--- src/rtl/seq_divider.sv ---
// Restoring shift-subtract unsigned divider: WIDTH RUN cycles from the start edge to done, start ignored until back in IDLE.
// Define SEQ_DIVIDER_ZERO_CHECK_EN to send B=0 straight to DONE with div_by_zero set.
module seq_divider #(
    parameter int WIDTH = 4
) (
    input  logic             clk,
    input  logic             reset,
    input  logic             start,
    input  logic [WIDTH-1:0] A,
    input  logic [WIDTH-1:0] B,
    output logic [WIDTH-1:0] Quotient,
    output logic [WIDTH-1:0] Remainder,
    output logic             busy,
    output logic             done,
    output logic             div_by_zero
);
    localparam int CW = $clog2(WIDTH);
    localparam logic [CW-1:0] LAST = CW'(WIDTH - 1);

    typedef enum logic [1:0] {S_IDLE, S_RUN, S_DONE} state_t;

    state_t           r_state;
    logic [WIDTH-1:0] r_dividend;
    logic [WIDTH-1:0] r_divisor;
    // The partial remainder's top bit is always zero before a shift, so only
    // the low WIDTH-1 bits are stored; the same holds for the quotient bits.
    logic [WIDTH-2:0] r_part;
    logic [WIDTH-2:0] r_quot;
    logic [CW-1:0]    r_cnt;
    logic [WIDTH-1:0] r_q_out;
    logic [WIDTH-1:0] r_r_out;
    logic             r_busy;
    logic             r_done;

    logic [WIDTH-1:0] w_shift;
    logic [WIDTH:0]   w_diff;
    logic             w_carry;
    logic [WIDTH-1:0] w_part_nxt;
    logic [WIDTH-1:0] w_quot_nxt;

    assign w_shift    = {r_part, r_dividend[WIDTH-1]};
    assign w_diff     = {1'b0, w_shift} + {1'b0, ~r_divisor} + (WIDTH+1)'(1);
    assign w_carry    = w_diff[WIDTH];
    assign w_part_nxt = w_carry ? w_diff[WIDTH-1:0] : w_shift;
    assign w_quot_nxt = {r_quot, w_carry};

`ifdef SEQ_DIVIDER_ZERO_CHECK_EN
    logic r_dbz;
    assign div_by_zero = r_dbz;
`else
    assign div_by_zero = 1'b0;
`endif

    always_ff @(posedge clk or posedge reset) begin
        if (reset) begin
            r_state    <= S_IDLE;
            r_dividend <= '0;
            r_divisor  <= '0;
            r_part     <= '0;
            r_quot     <= '0;
            r_cnt      <= '0;
            r_q_out    <= '0;
            r_r_out    <= '0;
            r_busy     <= 1'b0;
            r_done     <= 1'b0;
`ifdef SEQ_DIVIDER_ZERO_CHECK_EN
            r_dbz      <= 1'b0;
`endif
        end else begin
            case (r_state)
                S_IDLE: begin
                    if (start) begin
                        r_dividend <= A;
                        r_divisor  <= B;
                        r_part     <= '0;
                        r_quot     <= '0;
                        r_cnt      <= '0;
`ifdef SEQ_DIVIDER_ZERO_CHECK_EN
                        if (B == '0) begin
                            r_state <= S_DONE;
                            r_done  <= 1'b1;
                            r_q_out <= '1;
                            r_r_out <= A;
                            r_dbz   <= 1'b1;
                        end else begin
                            r_state <= S_RUN;
                            r_busy  <= 1'b1;
                        end
`else
                        r_state <= S_RUN;
                        r_busy  <= 1'b1;
`endif
                    end
                end
                S_RUN: begin
                    r_part     <= w_part_nxt[WIDTH-2:0];
                    r_quot     <= w_quot_nxt[WIDTH-2:0];
                    r_dividend <= {r_dividend[WIDTH-2:0], 1'b0};
                    r_cnt      <= r_cnt + 1'b1;
                    if (r_cnt == LAST) begin
                        r_state <= S_DONE;
                        r_busy  <= 1'b0;
                        r_done  <= 1'b1;
                        r_q_out <= w_quot_nxt;
                        r_r_out <= w_part_nxt;
`ifdef SEQ_DIVIDER_ZERO_CHECK_EN
                        r_dbz   <= 1'b0;
`endif
                    end
                end
                S_DONE: begin
                    r_state <= S_IDLE;
                    r_done  <= 1'b0;
                end
                default: begin
                    r_state <= S_IDLE;
                    r_busy  <= 1'b0;
                    r_done  <= 1'b0;
                end
            endcase
        end
    end

    assign Quotient  = r_q_out;
    assign Remainder = r_r_out;
    assign busy      = r_busy;
    assign done      = r_done;
endmodule
--- config.mk ---
export PLATFORM = sky130hd
export DESIGN_NAME = seq_divider
export DESIGN_NICKNAME = d
export VERILOG_FILES = /design/src/rtl/seq_divider.sv
export SDC_FILE = /design/constraint.sdc
export NUM_CORES = 1
export LEC_CHECK = 0
export ABC_AREA = 1
export CAP_MARGIN = 10
export CORE_MARGIN = 2
export CORE_UTILIZATION = 46
export DETAILED_ROUTE_END_ITERATION = 8
export PLACE_DENSITY_LB_ADDON = 0.05
export SYNTH_ARGS = -nofsm -noshare
export SYNTH_HDL_FRONTEND = slang
export SYNTH_SLANG_ARGS = --single-unit
--- constraint.sdc ---
create_clock -name clk -period 1.58 [get_ports clk]
set_input_delay 0.395 -clock clk [delete_from_list [all_inputs] [get_ports clk]]
set_output_delay 0.395 -clock clk [all_outputs]
set_load 0.05 [all_outputs]
After elaboration in Yosys (flattened, before gate mapping). Index checks and enable logic that the tools add are counted.

Flip-flop bits (word level): 28. Bits in latches: 0. Bits in writable memories: 0. ROM bits: 0. Bits of input ports: 11. Memories: 0.

Add/sub/neg operators: 3. Multiply operators: 0. Divide/modulo/power cells: 0. $lt $le $gt $ge: 0. Equal/unequal tests: 5. Shifts and indexed selects: 0. Multiplexer cells: 16. Bitwise operators: 3. Reductions and logical operators: 8.

Operators by type and width (count): $pmux W3 S2 (2); $reduce_and A2 Y1 (5); $mux W4 (2); $pmux W2 S2 (2); $pmux W4 S2 (1); $mux W2 (3); $add A4 B4 Y5 (1); $add A5 B1 Y5 const B (1); $eq A2 B2 Y1 const B (2); $ne A2 B2 Y1 const B (2); $not A4 Y4 (1); $mux W1 (3); $mux W3 (1); $pmux W1 S3 (1); $reduce_and A3 Y1 (1); $add A2 B1 Y2 const B (1); $eq A2 B1 Y1 const B (1); $logic_not A2 Y1 (1); $not A1 Y1 (2); $pmux W1 S2 (1); $reduce_bool A2 Y1 (1).

Longest topological paths before layout. Gate-level depths: netlist of the first run.

Word-level depth: 5. Depth in mapped cells: 10. Depth with buffers taken out: 10.

Worst setup path after synthesis of the first run. No wires, ideal clock.

Path kind: register to register. From: reg r_dividend[3]. To: reg r_part[2]. Arrival: 1424 ps. Required time: 1459 ps. Setup slack: 35 ps. Cell stages (with the launch flop): 10. Buffers on the path: 0. Cell sequence: dfrtp_1 -> inv_1 -> ha_1 -> fa_1 -> inv_1 -> nand3_4 -> nand2_4 -> nand2_2 -> nand3_1 -> o21ai_1.

Cells in the longest elaborated chain, start to end: 4.

RTL lines: start: declaration (RTL line 23) `logic [WIDTH-1:0] r_dividend;`; start signal: assignment (RTL line 98) `r_dividend <= {r_dividend[WIDTH-2:0], 1'b0};`; $add A4 B4 Y5 (RTL line 42) `assign w_diff = {1'b0, w_shift} + {1'b0, ~r_divisor} + (WIDTH+1)'(1);`; $add A5 B1 Y5 (RTL line 42); $mux W4 (RTL line 44) `assign w_part_nxt = w_carry ? w_diff[WIDTH-1:0] : w_shift;`; $pmux W3 S2 (RTL line 70) `case (r_state)`; end signal: assignment (RTL line 96) `r_part <= w_part_nxt[WIDTH-2:0];`; end: declaration (RTL line 27) `logic [WIDTH-2:0] r_part;`.

Every way passes these cells. A chain may end at the register's enable or synchronous reset.

Worst setup path after layout of the first run.
From: reg r_divisor[0]. To: reg r_part[0].

Cells in the longest elaborated chain, start to end: 5.

RTL lines: start: declaration (RTL line 24) `logic [WIDTH-1:0] r_divisor;`; start signal: assignment (RTL line 58) `r_divisor <= '0;`; start signal: assignment (RTL line 74) `r_divisor <= B;`; $not A4 Y4 (RTL line 42); $add A4 B4 Y5 (RTL line 42); $add A5 B1 Y5 (RTL line 42); $mux W4 (RTL line 44); $pmux W3 S2 (RTL line 70).

Every way passes these cells.

==> run summary, run 1 <==
failing checks: design-rule violations, negative setup slack
Required @ worst endpoint: 1.82 ns
Final #Nets: 192
Period Utilization, post-route: 100%
routability cong.: 0.883
outcome: finished with violations
cts hold-fix bufs: 0
pwr/cell area: 2470 nW/um^2
Avg Cell Area, Syn: 9.42 um^2
Avg WL per Cell: 12.5 um
antenna violations before repair: 0
final worst slack: -0.00566 ns
Sink Count: 28
crit path kind: reg -> reg
final core utilization: 64.5%
RSZ-0062 raised after global routing: true
Yosys reg bits: 28
fin. max-slew vios: 0
register area: 701 um^2
worst vdd ir: 1090 uV
drt total wl: 2560 um
Inserted Diodes: 0
cells after synthesis: 147
core area: 2810 um^2
most common cell after layout, fill and taps aside: nand2_1
Initial Util: 49.4%
Synth cell types: 25
Via Count: 1048
CTS buffer count: 3
synthesized net count: 164
Total GRT Usage: 17.1%
Max Root-Sink Buffers: 2
synthesized area: 1390 um^2
first-pass GRT wire length: 4550 um
DP HPWL: 1860 um
Synth Area in Adders: 5.96%
Tmin final: 1.59 ns
sequential area share after synthesis: 50.6%
Filler cells: 233
Worst Clk Skew: 0.00628 ns
Worst setup EP type: register
Die X: 58.9 um
number of remaining DRC errors: 3
post-route ant nets: 0
row count: 19
die height: 58.9 um
MaxCap Viol Count: 0
Startpoint Class: register
Worst Path Arrival: 1.82 ns
CTS H-Tree Depth: 1
multiplexer area fraction after synthesis: 0%
DR vias/cell: 5.11
largest net degree at the start of global routing: 29
Die ar.: 3470 um^2
Post-Synth XOR/XNOR Area: 0.632%
final hold vios: 0
CTS tree: built
Multi-input gate area: 601 um^2
CP max FO: 6
CTS Root Cell: clkbuf_4
violation count after the first detailed-route iteration: 32
P&R area growth vs syn: 30.5%
Congestion Overflow GR: 0
f_max: 631 MHz
Worst-Skew Late Latency: 0.33 ns
vias in the first global route: 1041
hold_ws: 0.400 ns
drt pass-1 iters: 6
Hold Crit Class: in -> async
Setup-failing EPs final: 4
P_leak: 0.883 nW
commonest non-fill, non-tap cells in the layout: nand2_1 (33), dfrtp_1 (28), inv_1 (15), nand3_1 (12)
Yosys top cell area share: 50.6%
area leader, netlist: dfrtp_1
port buffer count: 20
warnings from Yosys: 0
Compound-Gate Fraction of Synth Area: 10.5%
layout cells sized above 1: 27.0%
top cells by area, synth: dfrtp_1 (51%), nand2_1 (8.9%), nand3_1 (5.4%), inv_1 (4.6%), ha_1 (4.5%)
main combinational cell family by area after synthesis: simple AND/OR/NAND/NOR gates
CTS clock-pin slew for the worst setup and hold paths: 0.15 ns
Post-Synth Simple-Gate Area: 23.7%
IO Pins: 22
-- synthesized netlist by cell type --
cell      number
nand2_1       33
dfrtp_1       28
inv_1         17
nand3_1       15
o21ai_0        9
a21oi_1        5
ha_1           5
nand2_2        4
nand2_4        4
nor2_1         4
o21ai_1        4
o21ai_2        3
buf_6          2
inv_2          2
o22ai_1        2
a21oi_4        1
buf_4          1
clkinv_4       1
conb_1         1
fa_1           1
inv_4          1
nand3_4        1
nor2_2         1
nor2_8         1
xor2_1         1
-- final timing paths --
| check | startpoint | cells after the start | slack, ns | endpoint |
|---|---|---|---|---|
| setup / recovery | r_divisor[0] | 8 | -0.006 | r_part[0] |
| hold / removal | reset | 3 | 0.40 | Quotient[0] |
| setup reg to reg | r_divisor[0] | 8 | -0.006 | r_part[0] |
| hold reg to reg | r_cnt[0] | 1 | 0.51 | r_cnt[0] |
| max in group asynchronous | reset | 3 | 0.92 | r_cnt[1] |
| min in group clk | r_cnt[0] | 1 | 0.51 | r_cnt[0] |
-- metal layers --
metal | routed length, um | share of wire (%) | global-route usage [%]
met5 | 0 | 0 | 0
met4 | 54 | 2.1 | 7.79
met3 | 163 | 6.4 | 1.98
met2 | 1210 | 47 | 27.1
met1 | 1140 | 44 | 23.4
-- cell families after synthesis --
kind of cell	Yosys count
flops	28
buf+inv	24
simple gates	63
fa+ha+maj	6
other cells	1
xor+xnor	1
compound gates	24
-- state kept, by name, indices dropped and copies added, names as in the netlist --
register and count:
r_quot 3, r_part 3, Quotient 4, r_cnt 2, r_state 2, r_dividend 4
busy 1, Remainder 4, done 1, r_divisor 4
-- power by group --
| part | internal [mW] | switching [mW] | leakage [nW] |
|---|---|---|---|
| Combinational | 1.18 | 1.63 | 0.510 |
| Sequential | 1.04 | 0.244 | 0.351 |
| Clock | 0.141 | 0.216 | 0.0210 |
| Total | 2.37 | 2.09 | 0.883 |
-- layout make-up --
| cell class | instances | share of cell area, % |
|---|---|---|
| clock buffers | 4 | 2.01 |
| repair buffers | 26 | 19.1 |
| multi-input cells | 95 | 33.2 |
| flip-flops and latches | 28 | 38.8 |
| well taps | 31 | 2.15 |
| inverters | 21 | 4.78 |
-- repair_timing --
action / CTS / global route
setup endpoints to repair: 8 / 7
pin swaps: 2 / 3
buffers inserted: 1 / 2
gates resized for setup: 5 / 4
gates cloned: 0 / 0
-- worst max-delay path, stage by stage (launching register included) --
cell and delay, ns:
dfrtp_1 0.45, ha_4 0.18, fa_2 0.35, inv_2 0.08
nand3_4 0.10, nand2_4 0.13, nand2_2 0.07, nand3_2 0.06
o21ai_1 0.07
-- per-stage QoR --
stage	TNS, ns	power, mW	cell area [um^2]	setup slack, ns	std cells
2_1_floorplan	0	3.06	1390	0.0345	147
5_1_grt	-0.367	4.79	1810	-0.0634	205
3_3_place_gp	-0.0532	3.80	1720	-0.0229	198
4_1_cts	0	4.32	1780	0.000817	203
3_5_place_dp	-0.588	3.90	1720	-0.107	198
6_report	-0.0106	4.46	1810	-0.00566	205
No activity file was read; power rests on OpenSTA's default activity.
==> run 2: changes to the inputs <==
--- a/config.mk
+++ b/config.mk
@@ -6,10 +6,12 @@
 export NUM_CORES = 1
 export LEC_CHECK = 0
 export ABC_AREA = 1
+export ABC_CLOCK_PERIOD_IN_PS = 1580
 export CAP_MARGIN = 10
 export CORE_MARGIN = 2
 export CORE_UTILIZATION = 46
 export DETAILED_ROUTE_END_ITERATION = 8
+export GPL_ROUTABILITY_DRIVEN = 0
 export PLACE_DENSITY_LB_ADDON = 0.05
 export SYNTH_ARGS = -nofsm -noshare
 export SYNTH_HDL_FRONTEND = slang
==> results of run 2 <==
Same layout as run 1: the final DEF is identical, and so are final timing and power.
